## src/rtl/pipe_stage_reg.sv

```systemverilog
// pipe_stage_reg: pipeline boundary register with valid/ready, stall, flush-to-bubble and optional skid entry
module pipe_stage_reg #(
  parameter int unsigned       DATA_W = 32,
  parameter bit                SKID   = 1'b1,
  parameter logic [DATA_W-1:0] BUBBLE = '0,
  parameter int unsigned       CNT_W  = 16
) (
  input  logic              CLK,
  input  logic              RST,
  input  logic              enable,
  input  logic              flush,
  input  logic              in_valid,
  output logic              in_ready,
  input  logic [DATA_W-1:0] in_data,
  output logic              out_valid,
  input  logic              out_ready,
  output logic [DATA_W-1:0] out_data,
  output logic [CNT_W-1:0]  stall_cnt
);
  typedef enum logic [1:0] {EMPTY, ONE, FULL} state_e;
  state_e            state_q, state_d;
  logic [DATA_W-1:0] main_q, main_d, skid_q, skid_d;
  logic [CNT_W-1:0]  cnt_q, cnt_d;
  logic              rdy_q, vld, acc, emit, inc;
  assign vld       = state_q != EMPTY;
  assign out_valid = enable & vld;
  assign out_data  = out_valid ? main_q : BUBBLE;
  // rdy_q also keeps in_ready low until the first edge after reset
  assign in_ready  = enable & rdy_q & (SKID ? 1'b1 : (!vld | out_ready));
  assign acc       = in_valid & in_ready;
  assign emit      = out_valid & out_ready;
  assign inc       = enable & vld & !out_ready & !flush & ~&cnt_q;
  assign cnt_d     = cnt_q + {{(CNT_W-1){1'b0}}, inc};
  assign stall_cnt = cnt_q;
  always_comb begin
    state_d = state_q;
    main_d  = main_q;
    skid_d  = skid_q;
    if (flush) state_d = EMPTY;
    else case (state_q)
      EMPTY: if (acc) begin
        state_d = ONE;
        main_d  = in_data;
      end
      ONE: if (acc && emit) main_d = in_data;
      else if (acc) begin
        state_d = FULL;
        skid_d  = in_data;
      end else if (emit) state_d = EMPTY;
      FULL: if (emit) begin
        state_d = ONE;
        main_d  = skid_q;
      end
      default: state_d = EMPTY;
    endcase
  end
  always_ff @(posedge CLK or posedge RST) begin
    if (RST) begin
      state_q <= EMPTY;
      main_q  <= BUBBLE;
      skid_q  <= BUBBLE;
      cnt_q   <= '0;
      rdy_q   <= 1'b0;
    end else begin
      state_q <= state_d;
      main_q  <= main_d;
      skid_q  <= skid_d;
      cnt_q   <= cnt_d;
      rdy_q   <= state_d != FULL;
    end
  end
endmodule

```

## config.mk

```make
export PLATFORM = sky130hd
export DESIGN_NAME = pipe_stage_reg
export DESIGN_NICKNAME = d
export VERILOG_FILES = /design/src/rtl/pipe_stage_reg.sv
export SDC_FILE = /design/constraint.sdc
export NUM_CORES = 1
export LEC_CHECK = 0
export CAP_MARGIN = 15
export CORE_MARGIN = 2
export CORE_UTILIZATION = 46
export CTS_CLUSTER_DIAMETER = 50
export CTS_CLUSTER_SIZE = 20
export DETAILED_ROUTE_END_ITERATION = 10
export GPL_ROUTABILITY_DRIVEN = 0
export HOLD_SLACK_MARGIN = 0.1
export PLACE_DENSITY = 0.86
export SETUP_SLACK_MARGIN = 0.3
export SLEW_MARGIN = 10
export SYNTH_ARGS = -nofsm -noshare
export SYNTH_HDL_FRONTEND = slang
export SYNTH_SLANG_ARGS = --single-unit
```

## constraint.sdc

```tcl
create_clock -name CLK -period 2.4 [get_ports CLK]
set_input_delay 0.24 -clock CLK [delete_from_list [all_inputs] [get_ports CLK]]
set_output_delay 0.24 -clock CLK [all_outputs]
set_load 0.005 [all_outputs]
```

=== After elaboration in Yosys (flattened, before gate mapping) ===
Index checks and enable logic that the tools add are counted.

* Add/sub/neg operators: 1
* Multipliers: 0
* Shift-type cells: 0
* $lt $le $gt $ge: 0
* Reduce and logical (&&, ||, !) cells: 10
* Multiplexer cells: 12
* Eq/ne operators: 6
* Bitwise gates (word level): 9
* Divide/modulo/power cells: 0

{| class="wikitable"
|+ Operators by type and width
! kind !! number
|-
| $mux W32 || 4
|-
| $pmux W32 S3 || 1
|-
| $add A16 B1 Y16 || 1
|-
| $reduce_and A16 Y1 || 1
|-
| $mux W2 || 6
|-
| $ne A2 B2 Y1 const B || 4
|-
| $and A1 B1 Y1 || 7
|-
| $pmux W2 S3 || 1
|-
| $reduce_and A5 Y1 || 1
|-
| $reduce_and A4 Y1 || 1
|-
| $logic_not A1 Y1 || 3
|-
| $reduce_bool A3 Y1 || 1
|-
| $eq A2 B1 Y1 const B || 1
|-
| $eq A2 B2 Y1 const B || 1
|-
| $logic_not A2 Y1 || 1
|-
| $not A1 Y1 || 2
|-
| $reduce_bool A2 Y1 || 1
|-
| $logic_and A1 B1 Y1 || 1
|}

* Latch bits: 0
* Output and inout bits: 50
* Memory bits (read-only): 0
* Input port bits: 38
* Memory bits (writable): 0
* Register bits: 83
* Memories kept: 0

=== Logic depth before layout (Yosys ltp) ===
Gate-level depths: netlist (run 1).

* Depth in word-level cells: 9
* Mapped depth: 10

=== Worst setup path after synthesis (run 1) ===
No wires, ideal clock.

* Path type: flip-flop to flip-flop
* From: register cnt_q[2] (netlist: stall_cnt[2])
* To: register cnt_q[12] (netlist: stall_cnt[12])
* Buffers on the path: 1
* Setup slack: 358 ps
* Required time: 2321 ps
* Cell stages (with the launch flop): 10
* Data arrival time: 1963 ps
* Cell sequence: dfrtp_1 > and4_1 > nand4_1 > o31a_1 > ha_1 > ha_1 > clkbuf_1 > nand3_1 > nor4_1 > xor2_1

* Cells in the longest elaborated chain, start to end: 4

{| class="wikitable"
|+ RTL lines
! element !! RTL line !! text
|-
| start: declaration || 23 || <nowiki>logic [CNT_W-1:0] cnt_q, cnt_d;</nowiki>
|-
| start signal: assignment || 68 || <nowiki>cnt_q <= cnt_d;</nowiki>
|-
| $reduce_and A16 Y1 || 32 || <nowiki>assign inc = enable & vld & !out_ready & !flush & ~&cnt_q;</nowiki>
|-
| $logic_not A1 Y1 || 32 ||
|-
| $and A1 B1 Y1 || 32 ||
|-
| $add A16 B1 Y16 (*) || 33 || <nowiki>assign cnt_d = cnt_q + {{(CNT_W-1){1'b0}}, inc};</nowiki>
|-
| named net cnt_d[12] || 23 ||
|}

The timed path passes the listed nets; every way through them passes the cells marked *.
A chain may end at the register's enable or synchronous reset.

=== Worst setup path after layout (run 1) ===
* From: input enable
* To: output out_data[31]

* Cells in the longest elaborated chain, start to end: 2

{| class="wikitable"
|+ RTL lines
! element !! RTL line !! text
|-
| start: declaration || 10 || <nowiki>input logic enable,</nowiki>
|-
| $and A1 B1 Y1 || 26 || <nowiki>assign out_valid = enable & vld;</nowiki>
|-
| $mux W32 || 27 || <nowiki>assign out_data = out_valid ? main_q : BUBBLE;</nowiki>
|-
| end: declaration || 17 || <nowiki>output logic [DATA_W-1:0] out_data,</nowiki>
|}

Every way passes these cells.

==> run metrics, run 1 <==
Async S/R FF share, synth 100.0%; crit path capture out_data[31]; Seq/Total Area, Yosys a little over half; largest net degree at the start of global routing 33; initial antenna violation count 0; first-pass GRT wire length roughly 14000 um; # setup viols final 0; Synth Net Count between 300 and 400; status complete, no violations; placed cell area 5019 um2; die width approximately 97 um; core area between 8000 and 9000 um2; number of global-route vias before repair ~2800; Leak Pwr between 2 and 2.5 nW; FF-to-FF Start stall_cnt[2]$_DFF_PP0_; CP Max Fanout 17; largest cells by area after synthesis dfrtp_1 (52%), mux2_2 (26%), and2_1 (5.2%); RSZ-0062 raised after global routing true; relative slew slack approximately 56%; die area approximately 9400 um2; Via density between 5 and 6; Hold Crit Class in2async; crit end category output pin; Worst Max-Slew Pin Slew 0.6557 ns; total global routing overflow 0; max cap viols 0; Total GRT Usage between 10% and 20%; number of flops mapped to enable cells by yosys 0; Vias roughly 2700; Final Cycle Share 85.50%; reg-to-reg endpoint stall_cnt[8]$_DFF_PP0_; R2R cell count 8; initial core utilization between 40% and 50%; CP startpoint enable; TritonCTS Sinks 83; critical path class in2out; P&R area growth vs syn 34.46%; drt initial violations between 100 and 150; layout cells sized above 1 approximately a third; prevailing post-synth register cell dfrtp_1; ANT cells 0; synthesized flop and latch total just over 80; Antenna Nets Post-Route 0; top-area cell type share of the netlist area between 50 and 60%; overall power between 3 and 4 mW; Fin. Hold Viols 0; design area 5341 um2; synthesized area per cell approximately 13 um2; peak supply drop roughly 0.0004 V; Arrival @ worst endpoint 1.81 ns; Highest Clock Rate approximately 0.5 GHz; minimum clock period around 2 ns; CTS H-Tree Depth 3; final max-slew violation count 0; wire per inst between 15 and 20 um; Clock Skews a little under 0.009 ns; fin nets 436; Rows 33; Num CTS Buffers 9; post-route setup TNS 0 ns; Mapped Area between 3000 and 4000 um2; Die Span Y approximately 97 um; DR pass1 iterations 4; area leader, netlist dfrtp_1; root buffer cell clkbuf_8; drt total wl roughly 8300 um; IO Pins 88; Remaining DRCs 0; Mapped Cells 300; cell area power density around 660 nW/um2; CTS tree built; PortBufs 87; commonest cells in the netlist mux2_2 (90), dfrtp_1 (83), and2_1 (33); Worst Setup Start Kind input pin; Critical Path RT about 2.2 ns; clk slew on worst S/H paths ~0.080 ns; flop2flop setup slack 0.38 ns; hpwl dp approximately 5500 um; count leader, synth mux2_2; synth unique cells 35; cts hold-fix bufs 0; Ys Warns 0; worst-skew pair later-pin latency ~0.33 ns; Clock Path Buffers 2
## final cells by class
type | instances | area, um2
Inverter | 3 | 15.01
Sequential cell | 83 | 2083
Tap cell | 105 | 131.4
Clock inverter | 4 | 97.59
Multi-Input combinational cell | 196 | 1787
Clock buffer | 12 | 145.1
Timing Repair Buffer | 103 | 1082
Fill cell | 617 | 2958
## metal layers
metal  track usage, %  vias up  part of all wire, %
met5                0        -                    0
met4            5.850        0                  1.2
met3            3.468       10                  4.1
met2            29.81       83                   51
met1            22.95     1353                   44
li1                 -     1261                    -
## cells by family after synthesis
group	share of synthesized area (%)
mux	27.21
flops	52.28
simple gates	10.99
buf+inv	3.181
xor+xnor	3.087
compound gates	2.614
fa+ha+maj	0.6298
## state kept, by name, indices dropped and copies added, names as in the netlist
| register | flops |
|---|---|
| main_q | 32 |
| skid_q | 32 |
| stall_cnt | 16 |
| state_q | 2 |
| rdy_q | 1 |
## where the power goes
group | switching (mW) | leakage [nW] | internal (mW)
clock | 0.475 | 0.117 | 0.721
combinational | 0.187 | 1.15 | 0.374
sequential | 0.131 | 1.05 | 1.65
total | 0.793 | 2.32 | 2.75
## critical path, cell delays in order
cell,delay [ns]
clkdlybuf4s50_1,0.49
buf_6,0.11
o21a_4,0.16
buf_12,0.15
and2_1,0.16
clkdlybuf4s50_1,0.50
## cell usage in the layout, fill, tap and decap left out, types with 2 or more instances in the layout
master	count
clkinvlp_4	2
inv_1	2
bufinv_16	3
nand4_1	8
dfrtp_1	78
and2_1	33
xor2_1	8
a211o_1	2
nor4_1	4
and3_1	3
nand2_1	3
xnor2_1	6
nand3_1	10
dfrtp_2	5
nor2b_1	2
ha_1	2
a21oi_1	2
mux2_1	6
buf_12	5
clkbuf_8	10
clkdlybuf4s50_1	85
mux2_2	90
dlymetal6s2s_1	2
buf_4	9
clkbuf_1	2
## worst min path at each step
stage,cells past startpoint,slack (ns),endpoint
detailed placement,1,0.47,main_q[10]$_DFFE_PP0P_
global placement,1,0.46,main_q[14]$_DFFE_PP0P_
floorplan,1,0.30,state_q[0]$_DFF_PP0_
CTS,2,0.35,state_q[1]$_DFF_PP0_
finish,2,0.34,state_q[1]$_DFF_PP0_
global route,2,0.38,state_q[1]$_DFF_PP0_
## what timing repair did
item,4_1_cts,5_1_grt
gates resized for setup,5,7
cloned,1,0
endpoints found under the setup margin,32,10
buffers inserted,3,0
## per-stage QoR
stage | hold WS, ns | util (%) | setup WS (ns) | cells
CTS | 0.3537 | 64.16 | 0.3404 | 506
floorplan | 0.3031 | - | 0.3579 | 300
detailed placement | 0.4665 | 60.47 | 0.1803 | 486
finish | 0.3426 | 64.36 | 0.3479 | 506
global route | 0.3761 | 64.36 | 0.2853 | 506
global placement | 0.4593 | 60.47 | 0.2186 | 486
No activity file was read; power rests on OpenSTA's default activity.
==> run 2: changes to the inputs <==
Settings changed: CORE_MARGIN 2 to default.
==> run 2 against run 1 <==
  * Wire length down 0.63%
  * Total power down 8.3%
  * Largest cell class unchanged
  * Combinational power down 0.7%
  * Final cell count up 0.59%
  * Non-clock buffer count up 3
  * Register-to-register slack better by 0.05 ns
  * Global-route usage up 1.3 points
  * Highest routed layer unchanged
  * Cell area down 0.73%
==> run metrics, run 2 (synthesized netlist as in run 1, its figures left out) <==
status complete, no violations (unchanged); first-pass GRT wire length 13050 um (was 13600 um); # setup viols final 0 (unchanged); total global routing overflow 0 (unchanged); Antenna Nets Post-Route 0 (unchanged); relative slew slack 59.49% (was 56.20%); Hold Crit Class in2reg (was in2async); PnR worst setup slack 0.3939 ns (was 0.3479 ns); cell area power density 611.9 nW/um2 (was 662.4 nW/um2); minimum clock period 2.006 ns (was 2.052 ns); number of global-route vias before repair 2735 (was 2779); Highest Clock Rate 0.4985 GHz (was 0.4873 GHz); die area 9012 um2 (was 9395 um2); PortBufs 87 (unchanged); most common cell after layout, fill and taps aside mux2_2 (unchanged); final max-slew violation count 0 (unchanged); P&R area growth vs syn 33.48% (was 34.46%); layout cells sized above 1 32.92% (was 32.67%); part of the power in combinational logic 17.2% (was 15.9%); clk slew on worst S/H paths 0.08 ns (about the same); die width 94.93 um (was 96.93 um); IO Pins 88 (unchanged); Clock Path Buffers 2 (unchanged); core area 8299 um2 (unchanged); Rows 33 (unchanged); Sequential Power Share 54.9% (was 50.3%); Remaining DRCs 0 (unchanged); max cap viols 0 (unchanged); final core occ 63.89% (was 64.36%); DP Worst Slack 0.08748 ns (was 0.1803 ns); Total GRT Usage 19.04% (was 17.69%); Via density 5.240 (was 5.350); drt total wl 8229 um (was 8281 um); wire per inst 16.17 um (was 16.37 um); fin nets 439 (was 436); overall power 3.245 mW (was 3.538 mW); worst-skew pair later-pin latency 0.34 ns (was 0.33 ns); peak supply drop 0.0004237 V (was 0.0004019 V); drt initial violations 57 (was 111); Final Cycle Share 83.59% (was 85.50%); most frequent cells in the layout mux2_2 (90), clkdlybuf4s50_1 (80), dfrtp_1 (79) (was mux2_2 (90), clkdlybuf4s50_1 (85), dfrtp_1 (78)); Vias 2667 (was 2707); CTS H-Tree Depth 3 (unchanged); Worst Max-Slew Pin Slew 0.6064 ns (was 0.6557 ns); power share of the clock group 27.9% (was 33.8%); Fin. Hold Viols 0 (unchanged); root buffer cell clkbuf_8 (unchanged); Clock Skews 0.01115 ns (was 0.008846 ns); ANT cells 0 (unchanged); CTS tree built (unchanged); DR pass1 iterations 4 (unchanged); Switching Fraction 25.07% (was 22.41%); CP Max Fanout 9 (was 17); Die Span Y 94.93 um (was 96.93 um); cts hold-fix bufs 0 (unchanged); largest net degree at the start of global routing 33 (unchanged); Pint 2.431 mW (was 2.745 mW); Leak Pwr 2.389 nW (was 2.319 nW); initial core utilization 47.87% (unchanged); TritonCTS Sinks 83 (unchanged); Worst Setup Start Kind flop (was input pin); Arrival @ worst endpoint 1.77 ns (was 1.81 ns); initial antenna violation count 0 (unchanged); critical path class reg2out (was in2out); hpwl dp 5436 um (was 5520 um); post-route setup TNS 0 ns (unchanged); crit end category output pin (unchanged); Num CTS Buffers 9 (unchanged); Critical Path RT 2.16 ns (about the same); Psw 0.8133 mW (was 0.7930 mW); RSZ-0062 raised after global routing false (was true)
[run 2: cell type report]
| type | count | area (um2) |
|---|---|---|
| clock buffer | 11 | 141.4 |
| clock inverter | 5 | 37.54 |
| fill | 657 | 2997 |
| inverter | 3 | 15.01 |
| multi-input combinational | 196 | 1785 |
| sequential | 83 | 2082 |
| tap | 105 | 131.4 |
| timing repair buffer | 106 | 1110 |
[run 2: final timing paths]
check / startpoint / to / slack (ns) / depth (start not counted)
worst min register to register: main_q[11]$_DFFE_PP0P_ / main_q[11]$_DFFE_PP0P_ / 0.48 / 1
min in group asynchronous: RST / skid_q[18]$_DFFE_PP0P_ / 0.31 / 2
worst max-delay path: state_q[0]$_DFF_PP0_ / out_data[0] / 0.39 / 4
worst max register to register: stall_cnt[4]$_DFF_PP0_ / stall_cnt[8]$_DFF_PP0_ / 0.43 / 8
max in group asynchronous: RST / stall_cnt[1]$_DFF_PP0_ / 1.47 / 3
worst min-delay path: enable / state_q[1]$_DFF_PP0_ / 0.29 / 3
[run 2: timing repair]
item	CTS	global route
resized for setup	7	14
endpoints found under the setup margin	32	37
gates cloned	1	1
buffers inserted	0	2
[run 2: worst max-delay path, cell delays in order (launching register included)]
cell and delay, ns:
dfrtp_2 0.43, o21a_4 0.24, buf_6 0.15, and2_1 0.16, clkdlybuf4s50_1 0.45
[run 2: per-layer routing]
layer  vias up  track usage, %  part of all wire, %
li1       1272               -                    -
met1      1313           24.54                   45
met2        74           32.31                   50
met3         8           3.301                  4.4
met4         0           6.439                  1.0
met5         -               0                    0
[run 2: power by group through the flow]
stage / sequential, mW / clock (mW) / combinational (mW)
after floorplan: 1.77 / 0 / 0.330
after global placement: 1.79 / 0 / 0.528
after detailed placement: 1.81 / 0 / 0.549
after CTS: 1.78 / 0.940 / 0.559
after global routing: 1.82 / 0.980 / 0.609
final: 1.78 / 0.907 / 0.557
[run 2: stage by stage]
step,hold WS [ns],std cells,area (um2)
5_1_grt,0.2873,509,5303
2_1_floorplan,0.3031,300,3976
3_3_place_gp,0.4613,489,5016
4_1_cts,0.3234,506,5223
6_report,0.2896,509,5303
3_5_place_dp,0.4677,489,5016
==> run 3: changes to the inputs <==
Clock period 2.4 ns to 1.64 ns, I/O delays scaled along.
==> run 3 against run 2 <==
  * The flow now finishes with violations (setup timing)
  * Clock-buffer cell count decreased by 1
  * Sequential share of layout area is 6.6 points lower
  * Clock skew is 0.0019 ns higher
  * Hold slack better by 0.027 ns
  * Global-route usage is 5.0 points higher
  * Sequential cell count did not move
  * Final cell count is 10% higher
  * Wire length increased by 33%
  * Total power grew 64%
  * Via count is 13% higher
  * Utilization grew 13 points
  * Combinational power is 140% higher
  * Critical endpoint is now stall_cnt[10]$_DFF_PP0_
==> run metrics, run 3 (synthesized netlist as in run 1, its figures left out) <==
area of the multi-input gates 2242 um2 (was 1785 um2); root buffer cell clkbuf_8 (unchanged); CP startpoint stall_cnt[3]$_DFF_PP0_ (was state_q[0]$_DFF_PP0_); Fin. Hold Viols 0 (unchanged); minimum clock period approximately 1.9 ns; status finished, violations left (was complete, no violations); DR pass1 iterations 5 (was 4); TritonCTS Sinks 83 (unchanged); RSZ-0062 raised after global routing true (was false); number of global-route vias before repair 3121 (was 2735); Vias 3024 (was 2667); most common cell after layout, fill and taps aside dfrtp_1 (was mux2_2); CP max-delay cell dfrtp_1 (was clkdlybuf4s50_1); hpwl dp 5892 um (was 5436 um); drt initial violations 89 (was 57); Remaining DRCs 0 (unchanged); CTS H-Tree Depth 3 (unchanged); # setup viols final 91 (was 0); design area 6376 um2 (was 5303 um2); failing checks setup timing; Num CTS Buffers 9 (unchanged); worst-skew pair later-pin latency 0.35 ns (was 0.34 ns); wire per inst 19.43 um (was 16.17 um); cts hold-fix bufs 0 (unchanged); Die Span Y 94.93 um (unchanged); Final Cycle Share 114.3%; Filler cells 494 (was 657); die width 94.93 um (unchanged); crit end category flop (was output pin); PnR worst setup slack -0.2350 ns (was 0.3939 ns); Via density 5.381 (was 5.240); CP Max Fanout 5 (was 9); initial antenna violation count 0 (unchanged); max incr delay on CP 0.39 ns (was 0.45 ns); post-route setup TNS -10.17 ns (was 0 ns); reg-to-reg endpoint stall_cnt[10]$_DFF_PP0_ (was stall_cnt[8]$_DFF_PP0_); critical path class reg2reg (was reg2out); layout cells sized above 1 63.24% (was 32.92%); drt total wl 10920 um (was 8229 um); final core occ 76.83% (was 63.89%); Total GRT Usage 23.99% (was 19.04%); placed cell area 5490 um2 (was 5016 um2); cell area power density 834.6 nW/um2 (was 611.9 nW/um2); final max-slew violation count 0 (unchanged); Leak Pwr 2.973 nW (was 2.389 nW); clk slew on worst S/H paths 0.09 ns (was 0.08 ns); die area 9012 um2 (unchanged); FF-to-FF Start stall_cnt[3]$_DFF_PP0_ (was stall_cnt[4]$_DFF_PP0_); Highest Clock Rate between 0.5 and 0.6 GHz; Worst Max-Slew Pin Slew 0.4436 ns (was 0.6064 ns); Clock Path Buffers 2 (unchanged); overall power 5.321 mW (was 3.245 mW); peak supply drop 0.0005306 V (was 0.0004237 V); IO Pins 88 (unchanged); P&R area growth vs syn 60.50% (was 33.48%); core area 8299 um2 (unchanged); PortBufs 87 (unchanged); Critical Path RT 1.90 ns (was 2.16 ns); DP Worst Slack -0.5627 ns (was 0.08748 ns); ANT cells 0 (unchanged); max cap viols 0 (unchanged); Antenna Nets Post-Route 0 (unchanged); placed cells 508 (was 489); Finished Layout Cells 562 (was 509); crit path capture stall_cnt[10]$_DFF_PP0_ (was out_data[0]); hold_ws 0.3165 ns (was 0.2896 ns); flop2flop setup slack -0.23 ns (was 0.43 ns); CTS tree built (unchanged); R2R cell count 8 (unchanged); total global routing overflow 0 (unchanged); Hold Crit Class in2async (was in2reg); storage element area 2081 um2 (was 2082 um2); Rows 33 (unchanged); Arrival @ worst endpoint 2.13 ns (was 1.77 ns); first-pass GRT wire length 16260 um (was 13050 um); Clock Skews 0.01301 ns (was 0.01115 ns); CP Cell Sequence and4_4 > nand4_1 > o31a_1 > ha_4 > ha_4 > buf_6 > nand4_1 > xnor2_1 (was o21a_4 > buf_6 > and2_1 > clkdlybuf4s50_1); fin nets 492 (was 439); relative slew slack 70.43% (was 59.49%); initial core utilization 47.87% (unchanged); Worst Setup Start Kind flop (unchanged); largest net degree at the start of global routing 84 (was 33); most frequent cells in the layout dfrtp_1 (80), mux2_4 (64), buf_6 (56) (was mux2_2 (90), clkdlybuf4s50_1 (80), dfrtp_1 (79))
==> run 3: cell type report <==
class	count	share of cell area, %
clock inverter	6	0.6476
clock buffer	10	2.159
sequential	83	32.63
inverter	3	0.2355
timing repair buffer	159	27.10
multi-input combinational	196	35.16
tap	105	2.060
==> run 3: power by group <==
part           leakage (nW)  switching (mW)  internal (mW)
Sequential             1.06           0.228           2.42
Combinational          1.83           0.429          0.906
Clock                0.0843           0.754          0.588
Total                  2.97            1.41           3.91
==> run 3: how the worst min path moves through the flow <==
| stage | slack [ns] | to | startpoint | cells past startpoint |
|---|---|---|---|---|
| floorplan | 0.23 | state_q[0]$_DFF_PP0_ | flush | 1 |
| global placement | 0.49 | main_q[6]$_DFFE_PP0P_ | main_q[6]$_DFFE_PP0P_ | 1 |
| detailed placement | 0.48 | main_q[0]$_DFFE_PP0P_ | main_q[0]$_DFFE_PP0P_ | 1 |
| CTS | 0.33 | main_q[6]$_DFFE_PP0P_ | RST | 3 |
| global route | 0.35 | main_q[6]$_DFFE_PP0P_ | RST | 3 |
| finish | 0.32 | main_q[1]$_DFFE_PP0P_ | RST | 3 |
==> run 3: routing by layer <==
| metal | track usage [%] | vias up | share of wire (%) |
|---|---|---|---|
| met5 | 0 | - | 0 |
| li1 | - | 1366 | - |
| met4 | 5.682 | 0 | 0.70 |
| met2 | 40.71 | 91 | 51 |
| met3 | 4.348 | 9 | 3.9 |
| met1 | 31.78 | 1558 | 44 |
==> run 3: worst max-delay path, delay by kind of cell, from the launching register on <==
family                     cells  cell delay (ns)
and+or+nand+nor                3             0.44
DFF                            1             0.39
adders and majority gates      2             0.38
AOI/OAI and AO/OA              1             0.30
xor gates and xnor gates       1             0.14
buffers and inverters          1             0.13
==> run 3: repair_timing <==
| item | CTS | global route |
|---|---|---|
| pin swaps | 23 | 26 |
| endpoints found under the setup margin | 129 | 123 |
| resized for setup | 193 | 82 |
| setup buffers | 23 | 8 |
| gates cloned | 5 | 2 |
